--- config.mk ---
export PLATFORM = sky130hd
export DESIGN_NAME = req_arbiter_flat
export DESIGN_NICKNAME = d
export VERILOG_FILES = /design/src/rtl/arb_pkg.sv /design/src/rtl/req_arbiter_if.sv /design/src/rtl/arb_pick.sv /design/src/rtl/req_arbiter.sv /design/src/flat_wrapper.sv
export SDC_FILE = /design/constraint.sdc
export NUM_CORES = 1
export LEC_CHECK = 0
export CAP_MARGIN = 20
export CORE_MARGIN = 1
export CORE_UTILIZATION = 43
export CTS_CLUSTER_SIZE = 10
export DETAILED_ROUTE_END_ITERATION = 8
export GPL_TIMING_DRIVEN = 0
export PLACE_DENSITY = 0.73
export SYNTH_ARGS = -nofsm -noshare
export SYNTH_HDL_FRONTEND = slang
export SYNTH_SLANG_ARGS = --single-unit
--- constraint.sdc ---
create_clock -name clk -period 1.95 [get_ports clk]
set_input_delay 0.39 -clock clk [delete_from_list [all_inputs] [get_ports clk]]
set_output_delay 0.39 -clock clk [all_outputs]
set_load 0.02 [all_outputs]
--- src/rtl/arb_pkg.sv ---
// Shared types and default sizing for the request arbiter and its winner picker.
package arb_pkg;

   typedef enum logic {ARB_FIXED = 1'b0, ARB_RR = 1'b1} arb_mode_t;
   typedef enum logic {IDLE, BUSY} arb_state_t;

   localparam int DEF_NUM_REQ  = 4;
   localparam int DEF_MAX_HOLD = 8;

endpackage

--- src/rtl/req_arbiter_if.sv ---
// Request/grant bundle between the requesters (master side) and the arbiter (slave side).
interface req_arbiter_if import arb_pkg::*; #(
   parameter int NUM_REQ  = DEF_NUM_REQ,
   parameter int MAX_HOLD = DEF_MAX_HOLD
);

   localparam int IDW = $clog2(NUM_REQ);
   localparam int HCW = $clog2(MAX_HOLD);

   logic [NUM_REQ-1:0] req;
   logic               rr_mode;
   logic [NUM_REQ-1:0] gnt;
   logic [IDW-1:0]     gnt_id;
   logic               gnt_valid;
   logic [HCW-1:0]     hold_cnt;

   modport master (
      output req, rr_mode,
      input  gnt, gnt_id, gnt_valid, hold_cnt
   );

   modport slave (
      input  req, rr_mode,
      output gnt, gnt_id, gnt_valid, hold_cnt
   );

endinterface

--- src/rtl/arb_pick.sv ---
// Combinational winner selection: highest set index (fixed) or first set bit after last_id (round-robin).
module arb_pick import arb_pkg::*; #(
   parameter int  NUM_REQ = DEF_NUM_REQ,
   localparam int IDW     = $clog2(NUM_REQ)
) (
   input  logic [NUM_REQ-1:0] cand,
   input  arb_mode_t          mode,
   input  logic [IDW-1:0]     last_id,
   output logic               found,
   output logic [IDW-1:0]     win_id,
   output logic [NUM_REQ-1:0] win_onehot
);

   logic [IDW-1:0] idx;

   // Scans run so the last matching assignment is the winner; NUM_REQ is a power
   // of two, so truncating last_id+k to IDW bits gives the modulo wrap for free.
   always_comb begin
      found  = |cand;
      win_id = '0;
      idx    = '0;
      if (mode == ARB_FIXED) begin
         for (int i = 0; i < NUM_REQ; i++) begin
            if (cand[i]) win_id = IDW'(i);
         end
      end else begin
         for (int k = NUM_REQ; k >= 1; k--) begin
            idx = last_id + IDW'(k);
            if (cand[idx]) win_id = idx;
         end
      end
      win_onehot         = '0;
      win_onehot[win_id] = found;
   end

endmodule

--- src/rtl/req_arbiter.sv ---
// Registered NUM_REQ-way arbiter with fixed/round-robin modes, held grants and a hold timer.
module req_arbiter import arb_pkg::*; #(
   parameter int  NUM_REQ  = DEF_NUM_REQ,
   parameter int  MAX_HOLD = DEF_MAX_HOLD,
   localparam int IDW      = $clog2(NUM_REQ),
   localparam int HCW      = $clog2(MAX_HOLD)
) (
   input logic          clk,
   input logic          rst,
   req_arbiter_if.slave bus
);

   localparam logic [HCW-1:0] HOLD_MAX = HCW'(MAX_HOLD - 1);

   arb_state_t         state_q, state_d;
   logic [NUM_REQ-1:0] gnt_q, gnt_d;
   logic [IDW-1:0]     gnt_id_q, gnt_id_d;
   logic [HCW-1:0]     hold_cnt_q, hold_cnt_d;
   logic [IDW-1:0]     last_id_q, last_id_d;

   logic [NUM_REQ-1:0] owner_oh;
   logic [NUM_REQ-1:0] cand;
   logic               found;
   logic [IDW-1:0]     win_id;
   logic [NUM_REQ-1:0] win_onehot;
   logic               take_win;

   arb_pick #(.NUM_REQ(NUM_REQ)) u_pick (
      .cand       (cand),
      .mode       (arb_mode_t'(bus.rr_mode)),
      .last_id    (last_id_q),
      .found      (found),
      .win_id     (win_id),
      .win_onehot (win_onehot)
   );

   // While BUSY the current owner is masked out, so any winner is a handover target.
   always_comb begin
      owner_oh           = '0;
      owner_oh[gnt_id_q] = 1'b1;
      cand               = (state_q == IDLE) ? bus.req : (bus.req & ~owner_oh);
      state_d            = state_q;
      gnt_d              = gnt_q;
      gnt_id_d           = gnt_id_q;
      hold_cnt_d         = hold_cnt_q;
      last_id_d          = last_id_q;
      take_win           = 1'b0;
      case (state_q)
         IDLE: take_win = found;
         BUSY: begin
            if (!bus.req[gnt_id_q]) begin
               take_win = found;
               if (!found) begin
                  state_d    = IDLE;
                  gnt_d      = '0;
                  hold_cnt_d = '0;
               end
            end else if (hold_cnt_q == HOLD_MAX && found) begin
               take_win = 1'b1;
            end else if (hold_cnt_q != HOLD_MAX) begin
               hold_cnt_d = hold_cnt_q + HCW'(1);
            end
         end
         default: ;
      endcase
      if (take_win) begin
         state_d    = BUSY;
         gnt_d      = win_onehot;
         gnt_id_d   = win_id;
         last_id_d  = win_id;
         hold_cnt_d = '0;
      end
   end

   always_ff @(posedge clk) begin
      if (rst) begin
         state_q    <= IDLE;
         gnt_q      <= '0;
         gnt_id_q   <= '0;
         hold_cnt_q <= '0;
         last_id_q  <= IDW'(NUM_REQ - 1);
      end else begin
         state_q    <= state_d;
         gnt_q      <= gnt_d;
         gnt_id_q   <= gnt_id_d;
         hold_cnt_q <= hold_cnt_d;
         last_id_q  <= last_id_d;
      end
   end

   assign bus.gnt       = gnt_q;
   assign bus.gnt_id    = gnt_id_q;
   assign bus.gnt_valid = |gnt_q;
   assign bus.hold_cnt  = hold_cnt_q;

endmodule

--- src/flat_wrapper.sv ---
// flat-port wrapper written by rule: the top's interface ports become plain ports
module req_arbiter_flat import arb_pkg::*;
#(
   parameter int  NUM_REQ  = DEF_NUM_REQ,
   parameter int  MAX_HOLD = DEF_MAX_HOLD,
   localparam int IDW      = $clog2(NUM_REQ),
   localparam int HCW      = $clog2(MAX_HOLD)
)
  (clk, rst, bus_req, bus_rr_mode, bus_gnt, bus_gnt_id, bus_gnt_valid, bus_hold_cnt);
  req_arbiter_if #(.NUM_REQ(NUM_REQ), .MAX_HOLD(MAX_HOLD)) bus_i ();
  input logic clk;
  input logic rst;
  input wire logic [$bits(bus_i.req)-1:0] bus_req;
  input wire logic [$bits(bus_i.rr_mode)-1:0] bus_rr_mode;
  output wire logic [$bits(bus_i.gnt)-1:0] bus_gnt;
  output wire logic [$bits(bus_i.gnt_id)-1:0] bus_gnt_id;
  output wire logic [$bits(bus_i.gnt_valid)-1:0] bus_gnt_valid;
  output wire logic [$bits(bus_i.hold_cnt)-1:0] bus_hold_cnt;
  assign bus_i.req = bus_req;
  assign bus_i.rr_mode = bus_rr_mode;
  assign bus_gnt = bus_i.gnt;
  assign bus_gnt_id = bus_i.gnt_id;
  assign bus_gnt_valid = bus_i.gnt_valid;
  assign bus_hold_cnt = bus_i.hold_cnt;
  req_arbiter #(.NUM_REQ(NUM_REQ), .MAX_HOLD(MAX_HOLD)) u_core (.clk(clk), .rst(rst), .bus(bus_i));
endmodule
==> results of run 1 <==
cell usage in the layout, fill, tap and decap left out, types with 2 or more instances in the layout:
master           synthesis  routed
clkdlybuf4s50_1          0      11
nor2_1                  10      10
dfxtp_1                 12      10
nand2_1                  7       7
buf_4                    0       7
dlygate4sd2_1            0       5
a21oi_1                  4       4
a22oi_1                  4       4
mux2i_1                  3       3
nor2b_1                  3       3
inv_1                    3       3
clkbuf_4                 0       3
nand2b_1                 2       2
o22a_1                   2       2
a31o_2                   2       2
a31oi_1                  2       2
a211oi_1                 2       2
ha_1                     2       2
dfxtp_2                  0       2
stage by stage:
stage	power [W]	std cells	area, um2	hold slack [ns]
5_1_grt	0.000851	124	1010	0.517
2_1_floorplan	0.000523	83	764	0.484
3_5_place_dp	0.000624	115	945	0.480
4_1_cts	0.000770	118	965	0.490
6_report	0.000797	124	1010	0.487
3_3_place_gp	0.000619	115	945	0.454
final cells by class:
class	instances	area, um2	area share
multi-input combinational	64	488	0.481
inverter	3	11.3	0.0111
clock buffer	3	22.5	0.0222
buffer	3	23.8	0.0234
timing repair buffer	23	206	0.203
sequential	12	243	0.239
tap	16	20.0	0.0197
per-layer routing:
metal  vias to the layer above  share of wire
met5                         -              0
li1                        365              -
met2                        19           0.46
met3                         2          0.045
met1                       338           0.49
met4                         0         0.0053
timing repair:
action / 4_1_cts / 5_1_grt
endpoints found under the setup margin: 7 / 5
pin swaps: 1 / 2
setup buffers: 1 / 6
gates resized for setup: 5 / 2
path summary, 6_finish.rpt:
kind | startpoint | endpoint
setup / recovery | u_core.bus.gnt_id[1]$_SDFFE_PP0P_ | u_core.bus.gnt[3]$_SDFFE_PP0P_
hold / removal | u_core.bus.gnt[0]$_SDFFE_PP0P_ | u_core.bus.gnt[0]$_SDFFE_PP0P_
setup reg to reg | u_core.bus.gnt_id[1]$_SDFFE_PP0P_ | u_core.bus.gnt[3]$_SDFFE_PP0P_
hold reg to reg | u_core.bus.gnt[0]$_SDFFE_PP0P_ | u_core.bus.gnt[0]$_SDFFE_PP0P_
kinds of logic after synthesis:
kind of cell,Yosys count
AND/OR/NAND/NOR,29
AO/OA/AOI/OAI,28
flip-flops,12
buffers and inverters,7
multiplexers,5
adder cells (fa/ha/maj),2
report_power, final:
group / internal, W / switching, W / total, W
sequential: 0.000275 / 0.0000287 / 0.000303
combinational: 0.000181 / 0.000164 / 0.000345
clock: 0.0000714 / 0.0000771 / 0.000148
flip-flops by register name, indices dropped and copies added (netlist names):
name                 count
u_core.bus.gnt           4
u_core.bus.hold_cnt      3
u_core.bus.gnt_id        2
u_core.last_id_q         2
u_core.state_q           1
tightest hold or removal path: stages, from the launching register on:
cell     delay (ns)
dfxtp_1        0.33
nand2_1        0.06
a21oi_1        0.05
==> results.py, run 1 <==
metrics = {
    "run_status": {
        "status": "finished clean",
    },
    "layout": {
        "final_nets": 119,
        "syn_to_final_growth_pct": 33.0,
        "final_util": 0.644,
        "drive_above_1_share": 0.231,
        "fillerInstances": 135,
        "antenna_cells": 0,
    },
    "logic_synthesis": {
        "synth.most_common_cell": "dfxtp_1",
        "syn_inst": 83,
        "synthDistinctLibCells": 38,
        "synth_enable_flop_cells": 0,
        "synth_common_cells": "12 x dfxtp_1, 10 x nor2_1, 7 x nand2_1",
        "syn_avg_cell_area_um2": 9.20,
        "ys_warn_count": 0,
        "synth-main-ff-cell": "dfxtp_1",
        "synth_mux_area_frac": 0.0836,
        "synth_xor_area_frac": 0,
        "synth_seq_cells": 12,
        "synth_top_area_cell": "dfxtp_1",
        "synthArstFlopShare": 0,
        "syn_nets": 92,
        "synth_top_family_by_area": "compound AO/OA/AOI/OAI gates",
        "synth_fa_ha_area_frac": 0.0328,
        "synth-compound-area-share": 0.311,
        "synthSimpleGateAreaFrac": 0.211,
        "synth_area_leaders": "dfxtp_1 31%, nor2_1 4.9%, mux2i_1 3.9%",
        "ys_seq_area_frac": 0.315,
        "synth_area_um2": 763,
        "synth_top_area_share": 0.315,
    },
    "timing": {
        "setup_viol_count_final": 0,
        "finalCritPeriodShare": 0.960,
        "setup_ws_ns": 0.0788,
        "timing.fmax_mhz": 534,
        "grt_setup_unrepaired": "true",
        "finalHoldViolations": 0,
        "skew_ns": 0.00380,
        "final.setup.tns_ns": 0,
        "drv_slew": 0,
        "maxSlewHeadroom": 0.682,
        "fin_crit_ns": 1.87,
        "tightest_slew_ns": 0.478,
    },
    "setup_path": {
        "regToRegSetupSlack_ns": 0.08,
        "crit_slowest_cell": "mux4_2",
        "critPathBufInv": 1,
        "cp.required_ns": 2.15,
        "path_depth": 7,
        "cp-start-kind": "register",
        "r2r_cells": 7,
        "end_kind": "register",
        "cp_data_arrival_time_ns": 2.08,
        "crit_type": "register to register",
        "crit_path_max_incr_delay_ns": 0.52,
        "crit_chain": "buf_8 > mux4_2 > and2_4 > o21bai_4 > nor3b_4 > a22oi_1 > nor2_1",
        "cp_top_family": "simple AND/OR/NAND/NOR gates",
        "cp_max_fo": 7,
    },
    "cts": {
        "htree_levels": 1,
        "hold_buffers": 0,
        "clk_path_buf_depth": 2,
        "clock_latency_ns": 0.27,
        "cts_sinks": 12,
        "root_buffer": "clkbuf_4",
        "cts_inserted_buffers": 3,
        "cts_tree": "yes",
        "clkTransAtPathRegs_ns": 0.07,
    },
    "global_route": {
        "grt_remaining_overflow": 0,
        "antenna_found_initial": 0,
        "grt_pass1_vias": 650,
        "grt_util_met1": 0.236,
        "grt-busiest-layer": "met2",
        "grt_start_max_net_pins": 11,
        "grt_use_met2": 0.315,
        "grt_use_met3": 0.0612,
        "grt_util_all_layers": 0.190,
        "grt_pass1_wl_um": 2750,
    },
    "worst_hold_path": {
        "holdCritPathClass": "register to register",
        "hold_depth": 2,
    },
    "flow_run": {
        "cap_viol_max_count": 0,
    },
    "route": {
        "wirelength_um": 1690,
        "drt_iter0_drc": 28,
        "num_vias": 724,
        "ant_nets": 0,
        "drt-vias-per-instance": 5.84,
        "drt_first_pass_iters": 7,
        "drc_errors": 0,
        "routedWlPerCell_um": 13.6,
    },
    "floorplanning": {
        "io_pins": 17,
        "fp.dieArea_um2": 1950,
        "die_w_um": 44.1,
        "initial_core_util": 0.484,
        "num_rows": 14,
        "die_h_um": 44.1,
        "core-area_um2": 1580,
    },
    "power_and_ir_drop": {
        "p_leak_nw": 0.415,
        "max-vdd-ir-drop_v": 0.000619,
        "powerDensity_nw_per_um2": 786,
    },
    "place": {
        "pre_cts_ws_ns": -0.441,
        "port_buffers": 16,
        "hpwl_um": 1200,
        "place_congestion": 0.731,
    },
}
(Power assumes the default switching activity.)
==> run 2, diff against run 1 <==
--- a/config.mk
+++ b/config.mk
@@ -10,8 +10,9 @@
 export CORE_UTILIZATION = 43
 export CTS_CLUSTER_SIZE = 10
 export DETAILED_ROUTE_END_ITERATION = 8
+export GPL_ROUTABILITY_DRIVEN = 1
 export GPL_TIMING_DRIVEN = 0
-export PLACE_DENSITY = 0.73
+export PLACE_DENSITY = 0.75
 export SYNTH_ARGS = -nofsm -noshare
 export SYNTH_HDL_FRONTEND = slang
 export SYNTH_SLANG_ARGS = --single-unit
==> results.py, run 2 (synthesis results as in run 1) <==
metrics = {
    "run_status": {
        "status": "finished clean",
    },
    "timing": {
        "maxSlewHeadroom": 0.690,
        "setup_viol_count_final": 0,
        "tightest_slew_ns": 0.465,
        "finalCritPeriodShare": 0.961,
        "skew_ns": 0.00114,
        "fin_crit_ns": 1.87,
        "timing.fmax_mhz": 534,
        "drv_slew": 0,
        "finalHoldViolations": 0,
    },
    "cts": {
        "clkTransAtPathRegs_ns": 0.07,
        "cts_sinks": 12,
        "cts_tree": "yes",
        "hold_buffers": 0,
        "clk_path_buf_depth": 2,
        "cts_inserted_buffers": 3,
        "htree_levels": 1,
        "root_buffer": "clkbuf_4",
        "clock_latency_ns": 0.27,
    },
    "layout": {
        "antenna_cells": 0,
        "most-common-layout-cells": "11 x clkdlybuf4s50_1, 10 x nor2_1, 10 x dfxtp_1, 7 x nand2_1, 6 x buf_4",
        "fillerInstances": 147,
        "syn_to_final_growth_pct": 33.4,
        "final_nets": 118,
        "layout_commonest_cell": "clkdlybuf4s50_1",
        "largest_reg_flops": 4,
        "final_util": 0.646,
        "drive_above_1_share": 0.243,
        "instances_no_fill": 123,
    },
    "route": {
        "routedWlPerCell_um": 14.3,
        "wl_met3_um": 60,
        "wl_met2_um": 867,
        "top_layer": "met4",
        "wirelength_um": 1750,
        "ant_nets": 0,
        "num_vias": 732,
        "drt_iter0_drc": 14,
        "wl_met1_um": 794,
        "drt-vias-per-instance": 5.95,
        "drt_first_pass_iters": 4,
        "drc_errors": 0,
    },
    "power_and_ir_drop": {
        "power.internal_w": 0.000527,
        "pwr-share-clk": 0.190,
        "powerDensity_nw_per_um2": 789,
        "p_leak_nw": 0.411,
        "power_frac_comb": 0.432,
        "p_switching_w": 0.000277,
        "max-vdd-ir-drop_v": 0.000360,
        "p_seq_frac": 0.378,
        "switching_share": 0.344,
    },
    "floorplanning": {
        "die_h_um": 44.1,
        "num_rows": 14,
        "die_w_um": 44.1,
        "io_pins": 17,
        "initial_core_util": 0.484,
        "fp.dieArea_um2": 1950,
        "core-area_um2": 1580,
    },
    "global_route": {
        "grt_pass1_vias": 633,
        "grt_start_max_net_pins": 11,
        "grt_remaining_overflow": 0,
        "antenna_found_initial": 0,
        "grt_pass1_wl_um": 2720,
        "grt_util_all_layers": 0.192,
    },
    "worst_hold_path": {
        "holdCritPathClass": "register to register",
        "hold_depth": 2,
    },
    "setup_path": {
        "cp_max_fo": 6,
        "cp-start-kind": "register",
        "crit_type": "register to register",
        "r2r_cells": 7,
        "end_kind": "register",
        "cp_data_arrival_time_ns": 2.09,
        "cp.required_ns": 2.16,
    },
    "place": {
        "dp.cells": 115,
        "port_buffers": 16,
        "hpwl_um": 1230,
        "place_congestion": 0.729,
    },
    "flow_run": {
        "cap_viol_max_count": 0,
    },
}
## run 2: changes by cell type in the layout (fill, tap and decap cells not counted)
cell	previous run	this run
a2bb2oi_1	1	0
a211oi_1	2	1
buf_4	7	6
a211oi_2	0	1
a2bb2oi_2	0	1
## run 2: worst max-delay path: stages, from the launching register on
cell and delay [ns]:
dfxtp_2 0.35, buf_8 0.11, mux4_2 0.52, and2_4 0.16, o21bai_4 0.18, nor3b_4 0.28
a22oi_1 0.11, nor2_1 0.10
## run 2: per-stage QoR
stage / hold slack [ns] / total power [W] / cell area [um2] / setup TNS, ns / setup WS [ns]
after global routing: 0.497 / 0.000854 / 1020 / -0.0327 / -0.0197
after floorplan: 0.484 / 0.000523 / 764 / 0 / 0.0377
after detailed placement: 0.469 / 0.000625 / 945 / -3.39 / -0.424
after CTS: 0.478 / 0.000778 / 975 / 0 / 0.00585
after global placement: 0.457 / 0.000618 / 945 / -3.12 / -0.421
final: 0.480 / 0.000804 / 1020 / 0 / 0.0758
## run 2: final timing paths
| check | endpoint | startpoint | slack (ns) |
|---|---|---|---|
| setup / recovery | u_core.bus.gnt[3]$_SDFFE_PP0P_ | u_core.bus.gnt_id[1]$_SDFFE_PP0P_ | 0.08 |
| hold / removal | u_core.bus.gnt[0]$_SDFFE_PP0P_ | u_core.bus.gnt[0]$_SDFFE_PP0P_ | 0.48 |
| setup reg to reg | u_core.bus.gnt[3]$_SDFFE_PP0P_ | u_core.bus.gnt_id[1]$_SDFFE_PP0P_ | 0.08 |
| hold reg to reg | u_core.bus.gnt[0]$_SDFFE_PP0P_ | u_core.bus.gnt[0]$_SDFFE_PP0P_ | 0.48 |
## run 2: repair_timing
action,4_1_cts,5_1_grt
setup buffers,1,5
gates resized for setup,6,3
setup endpoints to repair,7,11
pin swaps,1,2
## run 2: cell type report
type	instances	area [um2]	share of cell area
multi-input combinational	64	499	0.490
sequential	12	243	0.238
timing repair buffer	22	199	0.195
buffer	3	23.8	0.0233
clock buffer	3	22.5	0.0221
tap	16	20.0	0.0197
inverter	3	11.3	0.0111
## run 2: power groups by stage
stage	logic, W	registers [W]	clock network (W)
after floorplan	0.000202	0.000321	0
after CTS	0.000328	0.000295	0.000155
after global routing	0.000377	0.000308	0.000169
after detailed placement	0.000324	0.000301	0
after global placement	0.000319	0.000299	0
final	0.000348	0.000304	0.000153
## run 2: routing by layer
| metal | global-route usage | vias to the layer above |
|---|---|---|
| met1 | 0.221 | 357 |
| met4 | 0.0909 | 0 |
| met2 | 0.321 | 13 |
| li1 | - | 357 |
| met3 | 0.0612 | 5 |
| met5 | 0 | - |
